File: config.mk
export PLATFORM = sky130hd
export DESIGN_NAME = nou_noc_tx_arb
export DESIGN_NICKNAME = d
export VERILOG_FILES = /design/src/rtl/nou_noc_tx_arb.sv
export SDC_FILE = /design/constraint.sdc
export NUM_CORES = 1
export LEC_CHECK = 0
export BUFFER_PORTS_ARGS = -buffer_cell sky130_fd_sc_hd__buf_4
export CAP_MARGIN = 20
export CORE_AREA = 2 2 532 534
export DETAILED_ROUTE_END_ITERATION = 16
export DIE_AREA = 0 0 534 536
export PLACE_DENSITY_LB_ADDON = 0.1
export SLEW_MARGIN = 20
export SYNTH_ARGS = -nofsm -noshare
export SYNTH_HDL_FRONTEND = slang
export SYNTH_SLANG_ARGS = --single-unit
File: constraint.sdc
create_clock -name nou_clk -period 23.7 [get_ports nou_clk]
set_input_delay 2.37 -clock nou_clk [delete_from_list [all_inputs] [get_ports nou_clk]]
set_output_delay 2.37 -clock nou_clk [all_outputs]
set_load 0.02 [all_outputs]
File: src/rtl/nou_noc_tx_arb.sv
// Outbound NoC data arbiter: round-robin packet merge of NUM_CH producer streams with
// grant lock until last beat, packet-length cap and a 2-entry output skid buffer.
module nou_noc_tx_arb #(
  parameter int NUM_CH        = 4,
  parameter int TID_W         = 8,
  parameter int TYPE_W        = 2,
  parameter int DATA_W        = 256,
  parameter int MAX_PKT_BEATS = 16,
  localparam int CH_W         = (NUM_CH > 1) ? $clog2(NUM_CH) : 1
) (
  input  logic                     nou_clk,
  input  logic                     nou_rst,
  input  logic [NUM_CH-1:0]        ch_vld,
  output logic [NUM_CH-1:0]        ch_rdy,
  input  logic [NUM_CH*TID_W-1:0]  ch_tid,
  input  logic [NUM_CH*TYPE_W-1:0] ch_type,
  input  logic [NUM_CH*DATA_W-1:0] ch_data,
  input  logic [NUM_CH-1:0]        ch_last,
  output logic                     nou_noc_data_vld,
  input  logic                     noc_nou_data_rdy,
  output logic [TID_W-1:0]         nou_noc_data_tid,
  output logic [TYPE_W-1:0]        nou_noc_data_type,
  output logic [DATA_W-1:0]        nou_noc_data,
  output logic                     nou_noc_data_last,
  output logic [CH_W-1:0]          nou_noc_data_chid,
  output logic                     arb_busy,
  output logic                     err_pkt_len
);

  localparam int BC_W = $clog2(MAX_PKT_BEATS + 1);

  typedef enum logic {IDLE, LOCKED} state_t;

  typedef struct packed {
    logic [CH_W-1:0]   chid;
    logic [TID_W-1:0]  tid;
    logic [TYPE_W-1:0] typ;
    logic [DATA_W-1:0] data;
    logic              last;
  } beat_t;

  state_t            state_reg, state_next;
  logic [CH_W-1:0]   rr_ptr_reg, rr_ptr_next;
  logic [CH_W-1:0]   lock_ch_reg, lock_ch_next;
  logic [BC_W-1:0]   beat_cnt_reg, beat_cnt_next;
  logic              err_reg, err_next;

  beat_t             skid_mem [2];
  logic              wr_ptr_reg, rd_ptr_reg;
  logic [1:0]        skid_cnt_reg;

  logic [TID_W-1:0]  tid_arr  [NUM_CH];
  logic [TYPE_W-1:0] type_arr [NUM_CH];
  logic [DATA_W-1:0] data_arr [NUM_CH];

  logic              found_hi, found_lo, found;
  logic [CH_W-1:0]   grant_hi, grant_lo, grant;
  logic [CH_W-1:0]   sel_ch;
  logic              sel_last;
  logic [BC_W-1:0]   beat_num;
  logic              forced, eff_last;
  logic              space, accept, pop, out_vld;
  beat_t             new_beat, head;

  for (genvar gi = 0; gi < NUM_CH; gi++) begin : g_unpack
    assign tid_arr[gi]  = ch_tid[gi*TID_W +: TID_W];
    assign type_arr[gi] = ch_type[gi*TYPE_W +: TYPE_W];
    assign data_arr[gi] = ch_data[gi*DATA_W +: DATA_W];
  end

  // Round-robin search: first requester at or above rr_ptr, else first one below it.
  always_comb begin
    found_hi = 1'b0;
    found_lo = 1'b0;
    grant_hi = '0;
    grant_lo = '0;
    for (int c = 0; c < NUM_CH; c++) begin
      if (ch_vld[c] && (c >= int'(rr_ptr_reg)) && !found_hi) begin
        found_hi = 1'b1;
        grant_hi = CH_W'(c);
      end
      if (ch_vld[c] && (c < int'(rr_ptr_reg)) && !found_lo) begin
        found_lo = 1'b1;
        grant_lo = CH_W'(c);
      end
    end
    found = found_hi || found_lo;
    grant = found_hi ? grant_hi : grant_lo;
  end

  // Ready depends only on registered state so it never loops through the NoC ready.
  assign space = (skid_cnt_reg != 2'd2);

  always_comb begin
    ch_rdy = '0;
    if (!nou_rst && space) begin
      if (state_reg == IDLE) begin
        if (found) ch_rdy[grant] = 1'b1;
      end else begin
        ch_rdy[lock_ch_reg] = 1'b1;
      end
    end
  end

  assign accept   = |(ch_vld & ch_rdy);
  assign sel_ch   = (state_reg == IDLE) ? grant : lock_ch_reg;
  assign sel_last = ch_last[sel_ch];
  assign beat_num = (state_reg == IDLE) ? BC_W'(1) : beat_cnt_reg + 1'b1;
  assign forced   = !sel_last && (beat_num == BC_W'(MAX_PKT_BEATS));
  assign eff_last = sel_last || forced;

  always_comb begin
    new_beat      = '0;
    new_beat.chid = sel_ch;
    new_beat.tid  = tid_arr[sel_ch];
    new_beat.typ  = type_arr[sel_ch];
    new_beat.data = data_arr[sel_ch];
    new_beat.last = eff_last;
  end

  always_comb begin
    state_next    = state_reg;
    rr_ptr_next   = rr_ptr_reg;
    lock_ch_next  = lock_ch_reg;
    beat_cnt_next = beat_cnt_reg;
    err_next      = err_reg;
    case (state_reg)
      IDLE: begin
        beat_cnt_next = '0;
        if (accept) begin
          rr_ptr_next = (grant == CH_W'(NUM_CH - 1)) ? '0 : grant + 1'b1;
          if (!eff_last) begin
            state_next    = LOCKED;
            lock_ch_next  = grant;
            beat_cnt_next = beat_num;
          end
        end
      end
      LOCKED: begin
        if (accept) begin
          if (eff_last) begin
            state_next    = IDLE;
            beat_cnt_next = '0;
          end else begin
            beat_cnt_next = beat_num;
          end
        end
      end
      default: state_next = IDLE;
    endcase
    if (accept && forced) err_next = 1'b1;
  end

  always_ff @(posedge nou_clk) begin
    if (nou_rst) begin
      state_reg    <= IDLE;
      rr_ptr_reg   <= '0;
      lock_ch_reg  <= '0;
      beat_cnt_reg <= '0;
      err_reg      <= 1'b0;
    end else begin
      state_reg    <= state_next;
      rr_ptr_reg   <= rr_ptr_next;
      lock_ch_reg  <= lock_ch_next;
      beat_cnt_reg <= beat_cnt_next;
      err_reg      <= err_next;
    end
  end

  assign out_vld = (skid_cnt_reg != 2'd0);
  assign pop     = out_vld && noc_nou_data_rdy;

  always_ff @(posedge nou_clk) begin
    if (accept) skid_mem[wr_ptr_reg] <= new_beat;
  end

  always_ff @(posedge nou_clk) begin
    if (nou_rst) begin
      wr_ptr_reg   <= 1'b0;
      rd_ptr_reg   <= 1'b0;
      skid_cnt_reg <= 2'd0;
    end else begin
      if (accept) wr_ptr_reg <= ~wr_ptr_reg;
      if (pop)    rd_ptr_reg <= ~rd_ptr_reg;
      case ({accept, pop})
        2'b10:   skid_cnt_reg <= skid_cnt_reg + 2'd1;
        2'b01:   skid_cnt_reg <= skid_cnt_reg - 2'd1;
        default: skid_cnt_reg <= skid_cnt_reg;
      endcase
    end
  end

  // Payload is gated by valid so an empty buffer presents all-zero outputs.
  assign head              = skid_mem[rd_ptr_reg];
  assign nou_noc_data_vld  = out_vld;
  assign nou_noc_data_tid  = out_vld ? head.tid  : '0;
  assign nou_noc_data_type = out_vld ? head.typ  : '0;
  assign nou_noc_data      = out_vld ? head.data : '0;
  assign nou_noc_data_last = out_vld ? head.last : 1'b0;
  assign nou_noc_data_chid = out_vld ? head.chid : '0;

  assign arb_busy    = (state_reg == LOCKED) || out_vld;
  assign err_pkt_len = err_reg;

endmodule
Yosys cells after proc, flatten, opt, wreduce, memory -nomap -nowiden

Memory sizes are Yosys's and may differ from the RTL's. A register that Yosys moved wholly into a read port is not among the register bits.
Cells that the tools add are included.

Flip-flop bits (word level): 15
RAM bits: 538
Output and inout port bits: 276
Memories: 1

Add/sub/neg operators: 4
Order comparisons: 12
Equal/unequal tests: 6
Mux-type cells: 52
Bitwise gates (word level): 6
Reductions and logical operators: 32

Memories:

| memory   | words | bits a word | read ports | clocked after Yosys merged registers in | write ports | line | text |
|---|---|---|---|---|---|---|---|
| skid_mem | 2     | 269         | 1          | 1                                       | 1           | 48   | `beat_t skid_mem [2];` |

Operator list:

| operator            | number |
|---|---|
| $mux 256            | 3 |
| $bmux 256 s2        | 1 |
| $mux 8              | 3 |
| $mux 1              | 20 |
| $mux 2              | 10 |
| $mux 5              | 4 |
| $logic_and 1x1->1   | 17 |
| $bmux 8 s2          | 1 |
| $mux 4              | 3 |
| $pmux 5 s2          | 1 |
| $lt 2x3->1 const B  | 3 |
| $logic_not 1->1     | 7 |
| $add 5x1->5 const B | 1 |
| $eq 5x5->1 const B  | 1 |
| $add 2x1->2 const B | 2 |
| $and 4x4->4         | 1 |
| $bmux 2 s2          | 1 |
| $demux 1 s2         | 2 |
| $eq 2x2->1 const B  | 2 |
| $ge 1x2->1 const A  | 2 |
| $ge 2x1->1 const B  | 2 |
| $lt 1x2->1 const A  | 2 |
| $not 1->1           | 4 |
| $pmux 2 s2          | 1 |
| 15 further kinds    | 18 |

Depth between registers and ports, before layout

Word-level depth: 24
Gate-level depth with buffers: 14

Least setup slack after synthesis

OpenSTA, ideal clock, no wires.

Path type: input port to flip-flop
Start point: in ch_vld[0]
End point: mem skid_mem[0][0] (netlist name) (enable)
Setup time: 0.905 ns
Arrival time: 15.253 ns
Setup slack: 7.541 ns
Stages on the path: 11
Path buffers: 0
Cells stage by stage: a21o_1 a21oi_1 o22ai_1 inv_1 ha_1 inv_1 o32ai_1 a22oi_2 nand2_2 clkinv_1 nor2_1

Longest elaborated chain between the ends: 23
Elaborated cells between the ends (all ways): 38
Those cells by class: 2 x order compare; 20 x mux; 1 x bitwise; 15 x reduce/logical

RTL lines:

| element                          | line | text |
|---|---|---|
| start, declared                  | 13   | `input logic [NUM_CH-1:0] ch_vld,` |
| $logic_and 1x1->1                | 78   | `if (ch_vld[c] && (c >= int'(rr_ptr_reg)) && !found_hi) begin` |
| $mux 1                           | 78   |  |
| $logic_not 1->1                  | 78   |  |
| $logic_and 1x1->1                | 78   |  |
| $mux 1                           | 78   |  |
| $logic_not 1->1                  | 78   |  |
| $logic_and 1x1->1                | 78   |  |
| $mux 1                           | 78   |  |
| [4 not listed]                   | --   |  |
| named net grant[1]               | 57   | `logic [CH_W-1:0] grant_hi, grant_lo, grant;` |
| [3 not listed]                   | --   |  |
| $demux 1 s2 (*)                  | 98   | `if (found) ch_rdy[grant] = 1'b1;` |
| $mux 4 (*)                       | 98   |  |
| $mux 4 (*)                       | 97   | `if (state_reg == IDLE) begin` |
| $mux 4 (*)                       | 96   | `if (!nou_rst && space) begin` |
| $and 4x4->4 (*)                  | 105  | `assign accept = \|(ch_vld & ch_rdy);` |
| $reduce_or 4->1 (*)              | 105  |  |
| $mux 1 (*)                       | 174  | `if (accept) skid_mem[wr_ptr_reg] <= new_beat;` |
| $mux 1 (not written as such) (*) | 174  |  |
| end, declared                    | 48   |  |

Mark *: on every way through the listed nets, which the timed path passes. The rest lies on a longest branch.

==> metrics.md <==
| Metric | Value |
|---|---|
| IO Pins | 1,351 |
| Global-route wire length before repair | 219,000 um |
| Hold-fix buffers at CTS | 0 |
| RR Startpoint | rr_ptr_reg[0] |
| CTS tree | built |
| Antenna violations before repair | 37 |
| Kind of critical path | input pin to register |
| CTS H-tree depth | 3 |
| TNS Setup | 0 ps |
| Pwr dens | 118 nW/um^2 |
| Flops & latches, synth | 554 |
| Worst vdd ir | 0.0717 mV |
| Skew-Pair Late Insertion Delay | 690 ps |
| Most frequent cells in the layout | buf_4, mux2i_1, edfxtp_1 |
| Slew margin rel. | 27.7% |
| Max reg flops | 538 |
| Syn. warnings | 0 |
| Cts bufs inserted | 75 |
| Worst Path Required | 24,080 ps |
| Leak | 17.7 nW |
| Cell Int Power | 0.00312 W |
| DR WL met2 | 83,700 um |
| WHS Path Cells | 2 |
| Post-route ant nets | 0 |
| Worst-path clk slew | 60 ps |
| Met3 wire length | 14,200 um |
| TritonRoute pass-1 iters | 4 |
| Synth Net Count | 3,253 |
| Final Max Slew Viols | 0 |
| Core Util, Final | 16.6% |
| Routability Congestion | 0.792 |
| Hold EP | err_pkt_len |
| CTS root buf | clkbuf_16 |
| Port Buffers | 1,350 |
| Vias | 22,900 |
| Core footprint | 281,000 sq um |
| Final worst path period share | 32.6% |
| Min-delay worst type | register to register |
| Post-DP HPWL | 134,000 um |
| Setup Fix Bufs, Post-CTS | 0 |
| Routed wire length | 168,000 um |
| Max layer used | met5 |
| Max_cap viols | 0 |
| Number of flops mapped to enable cells by yosys | 538 |
| Avg Cell Area, Syn | 13.8 sq um |
| Metal-1 WL | 65,500 um |
| Clock Sinks | 554 |
| Sequential-to-total area share from yosys stat | 54.9% |
| Status | finished, final reports clean |
| Crit-path max FO | 113 |
| Total global-route track usage | 11.2% |
| Slew at the pin closest to its max-slew limit | 1050 ps |
| Pre-CTS WS | 15,190 ps |
| Cts repair resizes | 0 |
| Detailed Route Iter0 Violations | 748 |
| Rows | 195 |
| Area Overhead vs Synth | 55.1% |
| Main synth FF type | edfxtp_1 |
| Switch share | 43.0% |
| RSZ-0062 raised after global routing | no |
| Library cells used by synthesis | 47 |
| Endpoints failing setup | 0 |
| Routed WL per cell | 23.0 um |
| Die span in x | 534 um |
| Die area | 286,000 sq um |
| Gate power share | 52.5% |
| Via count of the first global-routing pass | 24,400 |
| Psw | 0.00236 W |
| Post-layout min period | 7720 ps |
| Post-Synthesis Cells | 2,172 |
| Worst path arrival time | 8100 ps |
| Drc violations | 0 |
| Startpoint Class | input pin |
| Layout Nets | 4,564 |
| Reg-to-reg slack, setup | 17,370 ps |
| Share of cells above drive strength 1 | 42.4% |
| Max Clock Freq | 0.130 GHz |
| Die height | 536 um |
| Post-Syn Area | 30,000 sq um |
| R2R cell count | 11 |
| Critical R2R Capture | skid_mem[1][94] |
| CTS Buffer Depth | 3 |
| Pin count of the biggest net entering global routing | 114 |
| Post-route setup slack | 15,980 ps |
| Initial Util | 10.7% |
| Clock share of power | 19.7% |
| Async S/R FF share, synth | 0% |
| Register share of total power | 27.8% |
| Total grt overflow | 0 |
| Hold path startpoint | err_pkt_len |
| Vias per cell | 3.14 |
| Most common cell after layout, fill and taps aside | buf_4 |
| Crit path capture type | register |
| Skew final | 44.6 ps |
| Final Hold Fails | 0 |
critical path, cell delays in order:
cell and delay (ps):
buf_4 130, and2b_4 170, o21bai_2 170, nand4_2 220, nand2_4 500, buf_4 760
buf_4 710, buf_4 750, buf_12 670, buf_4 810, mux2i_1 280, mux2i_1 120
cells by family (layout without fill, tap and decap cells):
family | Yosys count | in the layout | synth area share, %
xor+xnor | 5 | 5 | 0.146
fa+ha+maj | 6 | 6 | 0.250
mux | 1071 | 1071 | 35.7
compound gates | 41 | 41 | 1.17
buf+inv | 172 | 1535 | 3.48
simple gates | 323 | 323 | 4.38
other cells | 0 | 12 | 0
flops | 554 | 554 | 54.9
final cells by class:
type / instances / area, sq um
antenna: 12 / 30.0
fill: 31300 / 234000
clock buffer: 92 / 1960
multi-input combinational: 1446 / 12500
tap: 3743 / 4680
timing repair buffer: 1387 / 10500
sequential: 554 / 16500
inverter: 19 / 78.8
clock inverter: 37 / 330
worst max path at each step:
stage	from	to	cells past startpoint
floorplan	ch_vld[0]	skid_mem[0][0]	11
global placement	ch_vld[0]	skid_mem[0][60]	12
detailed placement	ch_vld[0]	skid_mem[0][68]	12
CTS	ch_vld[0]	skid_mem[1][68]	12
global route	ch_vld[0]	skid_mem[0][94]	12
finish	ch_vld[0]	skid_mem[1][94]	12
metal layers:
metal | track usage, % | vias to the layer above
met5 | 0 | -
met4 | 3.68 | 18
met3 | 4.01 | 155
met2 | 19.7 | 966
met1 | 12.4 | 11000
li1 | - | 10800
synthesized netlist by cell type, drive strengths merged (4+ instances only):
cell type  count  share of area, %
mux2i       1071                36
edfxtp       538                54
nor2         280               3.5
buf          114               2.8
clkbuf        39              0.49
inv           18              0.23
dfxtp         16               1.1
a21oi         10              0.17
nand2         10              0.13
nor2b          8              0.17
ha             6              0.25
nand2b         6              0.13
nand3          6              0.10
a211oi         5              0.13
o21ai          5              0.11
o32ai          4              0.12
stage by stage:
stage / cells / hold slack, ps / area, sq um / total power [W]
floorplan: 2172 / 449 / 30000 / 0.00328
global route: 7284 / 464 / 46600 / 0.00585
CTS: 7278 / 453 / 46500 / 0.00569
detailed placement: 7149 / 445 / 44200 / 0.00456
finish: 7290 / 453 / 46600 / 0.00548
global placement: 7149 / 441 / 44200 / 0.00454
power by group through the flow:
stage	Clock (W)	Combinational (W)	Sequential, W
after detailed placement	0	0.00301	0.00154
after floorplan	0	0.00168	0.00159
final	0.00108	0.00287	0.00152
after global placement	0	0.00300	0.00155
after global routing	0.00117	0.00313	0.00154
after CTS	0.00115	0.00302	0.00153
No activity file was read; power rests on OpenSTA's default activity.
